==> config.mk <==
export PLATFORM = sky130hd
export DESIGN_NAME = bsg_dfi_fifo_bridge
export DESIGN_NICKNAME = d
export VERILOG_FILES = /design/src/rtl/bsg_dfi_fifo_bridge.sv
export SDC_FILE = /design/constraint.sdc
export NUM_CORES = 1
export LEC_CHECK = 0
export ABC_AREA = 1
export CAP_MARGIN = 20
export CORE_AREA = 2 2 135 137
export CTS_CLUSTER_DIAMETER = 30
export CTS_CLUSTER_SIZE = 8
export DETAILED_ROUTE_END_ITERATION = 7
export DIE_AREA = 0 0 137 139
export PLACE_DENSITY_LB_ADDON = 0.08
export SLEW_MARGIN = 20
export SYNTH_ARGS = -nofsm -noshare
export SYNTH_HDL_FRONTEND = slang
export SYNTH_SLANG_ARGS = --single-unit
==> constraint.sdc <==
create_clock -name clk_i -period 2.8 [get_ports clk_i]
set_clock_uncertainty 0.05 [all_clocks]
set_input_delay 0.7 -clock clk_i [delete_from_list [all_inputs] [get_ports clk_i]]
set_output_delay 0.7 -clock clk_i [all_outputs]
set_load 0.02 [all_outputs]
==> src/rtl/bsg_dfi_fifo_bridge.sv <==
// Single-clock DFI to valid/ready FIFO bridge: one FIFO beat per DFI beat group,
// delayed read-data-enable, outstanding-read tracking and sticky channel errors.
module bsg_dfi_fifo_bridge #(
    parameter int clk_ratio_p          = 2,
    parameter int dq_data_width_p      = 32,
    parameter int rd_latency_p         = 2,
    parameter int max_rd_outstanding_p = 8,
    localparam int dq_group_lp         = dq_data_width_p / 8
) (
    input  logic                                       clk_i,
    input  logic                                       reset_n_i,

    input  logic [2:0]                                 dfi_bank_i,
    input  logic [15:0]                                dfi_address_i,
    input  logic                                       dfi_cke_i,
    input  logic                                       dfi_cs_n_i,
    input  logic                                       dfi_ras_n_i,
    input  logic                                       dfi_cas_n_i,
    input  logic                                       dfi_we_n_i,
    input  logic                                       dfi_reset_n_i,
    input  logic                                       dfi_odt_i,

    input  logic                                       dfi_wrdata_en_i,
    input  logic [2*dq_data_width_p-1:0]               dfi_wrdata_i,
    input  logic [2*dq_group_lp-1:0]                   dfi_wrdata_mask_i,

    input  logic                                       dfi_rddata_en_i,
    output logic [2*dq_data_width_p-1:0]               dfi_rddata_o,
    output logic                                       dfi_rddata_valid_o,

    output logic                                       fifo_wr_v_o,
    output logic [2*dq_data_width_p+2*dq_group_lp-1:0] fifo_wr_data_o,
    input  logic                                       fifo_wr_ready_i,

    output logic                                       fifo_cmd_v_o,
    output logic [25:0]                                fifo_cmd_data_o,
    input  logic                                       fifo_cmd_ready_i,

    input  logic                                       fifo_rd_v_i,
    input  logic [2*dq_data_width_p-1:0]               fifo_rd_data_i,
    output logic                                       fifo_rd_yumi_o,

    output logic [7:0]                                 rd_outstanding_o,
    input  logic                                       error_clr_i,
    output logic [3:0]                                 error_o,
    output logic                                       fifo_error_o
);

    localparam int              phase_w_lp    = (clk_ratio_p > 1) ? $clog2(clk_ratio_p) : 1;
    localparam logic [phase_w_lp-1:0] last_phase_lp = phase_w_lp'(clk_ratio_p - 1);
    localparam logic [7:0]      max_rd_lp     = 8'(max_rd_outstanding_p);

    logic [phase_w_lp-1:0]   wr_phase_q, wr_phase_d;
    logic [phase_w_lp-1:0]   cmd_phase_q, cmd_phase_d;
    logic [phase_w_lp-1:0]   rd_phase_q, rd_phase_d;
    logic [rd_latency_p-1:0] rd_pipe_q, rd_pipe_d;
    logic [7:0]              rd_cnt_q, rd_cnt_d;
    logic [3:0]              error_q, error_d;
    logic                    rd_cmd, rd_track_err;

    // Phase counters only move while their channel is qualified.
    function automatic logic [phase_w_lp-1:0] next_phase(input logic qual,
                                                         input logic [phase_w_lp-1:0] ph);
        if (!qual) return ph;
        return (ph == last_phase_lp) ? '0 : ph + 1'b1;
    endfunction

    assign fifo_wr_v_o        = dfi_wrdata_en_i & (wr_phase_q == '0);
    assign fifo_wr_data_o     = {dfi_wrdata_i, dfi_wrdata_mask_i};
    assign fifo_cmd_v_o       = ~dfi_cs_n_i & (cmd_phase_q == '0);
    assign fifo_cmd_data_o    = {dfi_bank_i, dfi_address_i, dfi_cke_i, dfi_cs_n_i,
                                 dfi_ras_n_i, dfi_cas_n_i, dfi_we_n_i, dfi_reset_n_i, dfi_odt_i};
    assign dfi_rddata_valid_o = rd_pipe_q[rd_latency_p-1];
    assign fifo_rd_yumi_o     = dfi_rddata_valid_o & (rd_phase_q == last_phase_lp);
    assign dfi_rddata_o       = fifo_rd_data_i;
    assign rd_outstanding_o   = rd_cnt_q;
    assign error_o            = error_q;
    assign fifo_error_o       = |error_q;

    assign rd_cmd = fifo_cmd_v_o & fifo_cmd_ready_i & ~dfi_cs_n_i & dfi_ras_n_i
                  & ~dfi_cas_n_i & dfi_we_n_i;

    always_comb begin
        wr_phase_d  = next_phase(dfi_wrdata_en_i, wr_phase_q);
        cmd_phase_d = next_phase(~dfi_cs_n_i, cmd_phase_q);
        rd_phase_d  = next_phase(dfi_rddata_valid_o, rd_phase_q);
        rd_pipe_d   = (rd_pipe_q << 1) | rd_latency_p'(dfi_rddata_en_i);

        // A simultaneous command and yumi cancel, even at either bound.
        rd_cnt_d     = rd_cnt_q;
        rd_track_err = 1'b0;
        if (rd_cmd && !fifo_rd_yumi_o) begin
            if (rd_cnt_q == max_rd_lp) rd_track_err = 1'b1;
            else                       rd_cnt_d     = rd_cnt_q + 8'd1;
        end else if (!rd_cmd && fifo_rd_yumi_o) begin
            if (rd_cnt_q == 8'd0) rd_track_err = 1'b1;
            else                  rd_cnt_d     = rd_cnt_q - 8'd1;
        end

        error_d = (error_q & {4{~error_clr_i}})
                | {rd_track_err,
                   fifo_rd_yumi_o & ~fifo_rd_v_i,
                   fifo_cmd_v_o & ~fifo_cmd_ready_i,
                   fifo_wr_v_o & ~fifo_wr_ready_i};
    end

    always_ff @(posedge clk_i or negedge reset_n_i) begin
        if (!reset_n_i) begin
            wr_phase_q  <= '0;
            cmd_phase_q <= '0;
            rd_phase_q  <= '0;
            rd_pipe_q   <= '0;
            rd_cnt_q    <= '0;
            error_q     <= '0;
        end else begin
            wr_phase_q  <= wr_phase_d;
            cmd_phase_q <= cmd_phase_d;
            rd_phase_q  <= rd_phase_d;
            rd_pipe_q   <= rd_pipe_d;
            rd_cnt_q    <= rd_cnt_d;
            error_q     <= error_d;
        end
    end

endmodule

---- Word-level counts from Yosys, hierarchy flattened ----
Cells that the tools add are included.
word-level totals
  bits in registers ....................... 17
  bits of input ports ..................... 170
  logic and storage cells ................. 58
  output and inout bits ................... 179
cells by class
  equal/unequal tests ..................... 4
  reductions and logical operators ........ 8
  multiplexer cells ....................... 13
  add/sub/neg operators ................... 5
  bitwise logic cells ..................... 22
operators by type and width
  cell                                               number
  two-way mux 8 bit                                  4
  bitwise AND 1 bit                                  11
  two-way mux 1 bit                                  9
  adder 8 x 1 -> 8 bit (second input constant)       1
  == test 8 x 4 -> 1 bit (second input constant)     1
  zero test 8 bit                                    1
  inverter 1 bit                                     8
  subtractor 8 x 1 -> 8 bit (second input constant)  1
  != test 2 bit (second input constant)              3
  bitwise AND 4 bit                                  1
  OR 4 bit                                           1
  OR reduction 4 bit                                 1
  adder 1 bit (second input constant)                3
  AND reduction 3 bit                                1
  logical AND 1 bit                                  2
  zero test 1 bit                                    2
  OR 2 x 1 -> 2 bit                                  1
  nonzero test 2 bit                                 1

---- Longest topological paths before layout ----
  word-level depth ........................ 12
  gate-level depth with buffers ........... 15
  mapped depth without buffers ............ 15

---- Worst setup path before layout ----
Ideal clock, no wire load.
  path kind ............................... input to register
  start ................................... input port dfi_cs_n_i
  end ..................................... register rd_cnt_q[7], in the netlist rd_outstanding_o[7]
  stages .................................. 14
  arrival time ............................ 2.538 ns
  library setup time ...................... 0.117 ns
  path buffers ............................ 0
  slack ................................... 0.095 ns
  required time ........................... 2.633 ns
  cell sequence ........................... nor2_1 nand3_1 nor2_1 nand2_1 inv_1 ha_1 inv_2 ha_1 nand2_1 inv_1 a21oi_1 nand3_1 nand3_1 nand2_1
between the ends
  word-level cells in the longest chain between the ends .. 11
  elaborated cells on any way between the ends .. 15
  classes of those cells .................. eq/ne: 2; mux: 1; bitwise: 7; reduce/logical: 5
ends and longest elaborated chain
  element                            RTL line  source
  from (decl)                        16        input logic dfi_cs_n_i,
  inverter 1 bit *                   -
  bitwise AND 1 bit                  70        assign fifo_cmd_v_o = ~dfi_cs_n_i & (cmd_phase_q == '0);
  bitwise AND 1 bit                  80        assign rd_cmd = fifo_cmd_v_o & fifo_cmd_ready_i & ~dfi_cs_n_i & dfi_ras_n_i
  bitwise AND 1 bit * (2 in series)  80
  bitwise AND 1 bit * (2 in series)  81        & ~dfi_cas_n_i & dfi_we_n_i;
  zero test 1 bit                    95        end else if (!rd_cmd && fifo_rd_yumi_o) begin
  logical AND 1 bit                  95
  nonzero test 2 bit (no line)       -
  AND reduction 3 bit (no line)      -
  to (signal assigned)               120       rd_cnt_q <= rd_cnt_d;
  to (decl)                          57        logic [7:0] rd_cnt_q, rd_cnt_d;
Mark *: on every way between the ends. The rest lies on a longest branch, timed or not.
A chain may end at the register's enable or synchronous reset.

---- Worst setup path after layout ----
  start ................................... input port dfi_cs_n_i
  end ..................................... output port fifo_cmd_v_o
between the ends
  word-level cells in the longest chain between the ends .. 2
ends and longest elaborated chain
  element            RTL line  source
  inverter 1 bit     -
  bitwise AND 1 bit  70
  to (decl)          35        output logic fifo_cmd_v_o,
Every way passes these cells.

==> summary.txt <==
Pwr
  • P per Cell Area: between 900 and 1000 mW/mm²
  • Worst IR Drop VDD: 0.000175 V
  • P_leak: about 0.84 nW

Synth
  • Post-synthesis average cell area: between 7 and 8 µm²
  • Yosys reg bits: 17
  • Cells after Synth: 304
  • Netlist cell types: 23
  • Synth Flop Type: dfrtp_1
  • Post-synth ARST share: 1.00
  • Synth Warn #: 0
  • EDFF count, synth: 0
  • Syn_nets: 484
  • Mapped Area: 0.00231 mm²
  • Sequential area share after synthesis: 0.184

Detailed routing
  • Total wire length: about 5.0 mm
  • Vias per cell: 2.91
  • # DRC: 0
  • Vias: about 1200
  • 1st-iter DRT viols: slightly above 40
  • WL/cell: between 10 and 15 µm
  • DR pass1 iterations: 4
  • Final antenna-violating net count: 0

Job
  • Max_cap viols: 0

Final layout
  • Layout cells sized above 1: 0.168
  • Most common cell after layout, fill and taps aside: nand2_1
  • Ant diodes: 0
  • Area delta synth->final: -16.5%
  • Final non-filler cell total: 419
  • Fill cell count: 2059
  • Most frequent cells in the layout: 42 x nand2_1, 32 x clkdlybuf4s50_1, 25 x inv_1
  • Layout net count: 371

Min path
  • Worst hold path type: reg2reg
  • Min-delay src: rd_pipe_q[0]$_DFF_PN0_
  • WHS Path Cells: 0
  • WHS Endpoint: rd_pipe_q[1]$_DFF_PN0_

STA
  • Slew Limit Fails: 0
  • Min Tclk post-route: 2.71 ns
  • Tightest Pin Transition: 0.346 ns
  • FMAX: about 370 MHz
  • Period utilization: 0.968
  • Final setup fails: 0
  • Slew headroom: 0.768
  • Setup_tns: 0 ns
  • Final Hold Fails: 0
  • RSZ-0062 raised after global routing: false

Floorplan
  • Initial core utilization: 0.131
  • Die footprint: 0.0190 mm²
  • Die Wd: 137 µm
  • Die H: approximately 140 µm
  • I/O pins: 349
  • Site Rows: 49
  • Placeable Area: 0.0177 mm²

Global routing
  • Initial antenna violation count: 0
  • Total Routing Usage GR: 0.0510
  • Largest net degree at the start of global routing: 18
  • First-pass GRT wire length: 7.41 mm
  • Remaining global-route overflow: 0
  • Vias in the first global route: 1351

Worst setup path
  • CP Launch Type: input port
  • Crit path required time: between 2 and 2.5 ns
  • Critical path launch point: dfi_cs_n_i
  • Reg2reg end: rd_outstanding_o[7]$_DFFE_PN0P_
  • Max FO, Critical Path: 2
  • Worst setup EP type: primary output
  • Worst path arrival time: 1.96 ns
  • WS Path Type: in2out
  • Reg2reg start: cmd_phase_q$_DFFE_PN0N_
  • Worst reg2reg setup slack: around 0.7 ns
  • R2R depth: 14

CTS
  • CTS Root Cell: clkbuf_16
  • Worst-Skew Late Latency: 0.25 ns
  • TritonCTS clock tree: yes
  • Total CTS buffers: 3
  • Htree depth: 1
  • Clock sinks: 17
  • CTS Buffer Depth: 2
  • Clock-pin slew on the worst setup and hold paths: approximately 0.060 ns
  • Postcts setup bufs: 0

Outcome
  • Status: completed

Placed design
  • Post-DP HPWL: 3.90 mm
  • Routability cong.: 0.718
  • Placed insts: 415
  • Port buffer count: 32
[layer usage]
layer / routed length [µm] / vias up / track usage
li1: - / 539 / -
met1: 1850 / 548 / 0.0537
met2: 2200 / 81 / 0.0733
met3: 558 / 52 / 0.0197
met4: 393 / 0 / 0.0548
met5: 0 / - / 0
[flip-flops by register name, summed over array words and instances, names as in the netlist]
| register | count |
|---|---|
| error_o | 4 |
| rd_pipe_q | 2 |
| wr_phase_q | 1 |
| rd_phase_q | 1 |
| cmd_phase_q | 1 |
| rd_outstanding_o | 8 |
[cells by family after synthesis]
group | Yosys count | share of synthesized area
xor gates and xnor gates | 5 | 0.0189
buffers and inverters | 190 | 0.576
and+or+nand+nor | 71 | 0.131
adders and majority gates | 10 | 0.0574
DFF | 17 | 0.184
AOI/OAI and AO/OA | 11 | 0.0319
[through the flow]
step | setup WS (ns) | utilization | power, W | hold slack, ns | area, µm²
after floorplan | 0.0949 | - | 0.00135 | 0.281 | 2310
after global placement | -0.313 | 0.101 | 0.00147 | 0.288 | 1790
after detailed placement | -0.287 | 0.101 | 0.00144 | 0.290 | 1790
after CTS | 0.0116 | 0.107 | 0.00180 | 0.304 | 1890
after global routing | 0.000759 | 0.109 | 0.00195 | 0.320 | 1930
final | 0.0888 | 0.109 | 0.00177 | 0.301 | 1930
[critical path: stages]
cell             delay, ns
clkdlybuf4s50_1       0.44
nor2_2                0.11
buf_4                 0.12
clkdlybuf4s50_1       0.59
[final cells by class]
cell class | count | area [µm²] | area share
clock buffers | 4 | 78.8 | 0.0408
inverters | 27 | 104 | 0.0538
multi-input cells | 97 | 618 | 0.320
flip-flops and latches | 17 | 425 | 0.220
well taps | 229 | 287 | 0.148
repair buffers | 45 | 418 | 0.216
[cells in the mapped netlist (all sizes together), types with 3 or more instances]
library cell,count,share of area
xor2,4,0.015
inv,27,0.044
buf,163,0.53
o21ai,4,0.014
a21oi,3,0.0065
nand2,45,0.077
nand4,3,0.0081
nand3,10,0.022
dfrtp,17,0.18
nor2,11,0.019
o22ai,3,0.0081
ha,9,0.049
[timing repair]
action / in CTS / in global routing
endpoints found under the hold margin: 0 / 0
endpoints found under the setup margin: 2 / 10
cloned: 0 / 0
hold buffers: 0 / 0
pin swaps: 0 / 2
gates resized for setup: 3 / 8
[report_power, final]
part           internal [W]  switching, W
clock network      0.000194      0.000110
registers          0.000324      0.000129
logic              0.000462      0.000550
total              0.000980      0.000789
[worst max-delay path by stage]
stage	to	slack [ns]	cells past startpoint
floorplan	rd_outstanding_o[7]$_DFFE_PN0P_	0.09	14
finish	fifo_cmd_v_o	0.09	4
global route	rd_outstanding_o[7]$_DFFE_PN0P_	0.0008	15
detailed placement	rd_outstanding_o[5]$_DFFE_PN0P_	-0.29	16
global placement	rd_outstanding_o[5]$_DFFE_PN0P_	-0.31	16
CTS	rd_outstanding_o[7]$_DFFE_PN0P_	0.01	16
No activity file was read; power rests on OpenSTA's default activity.
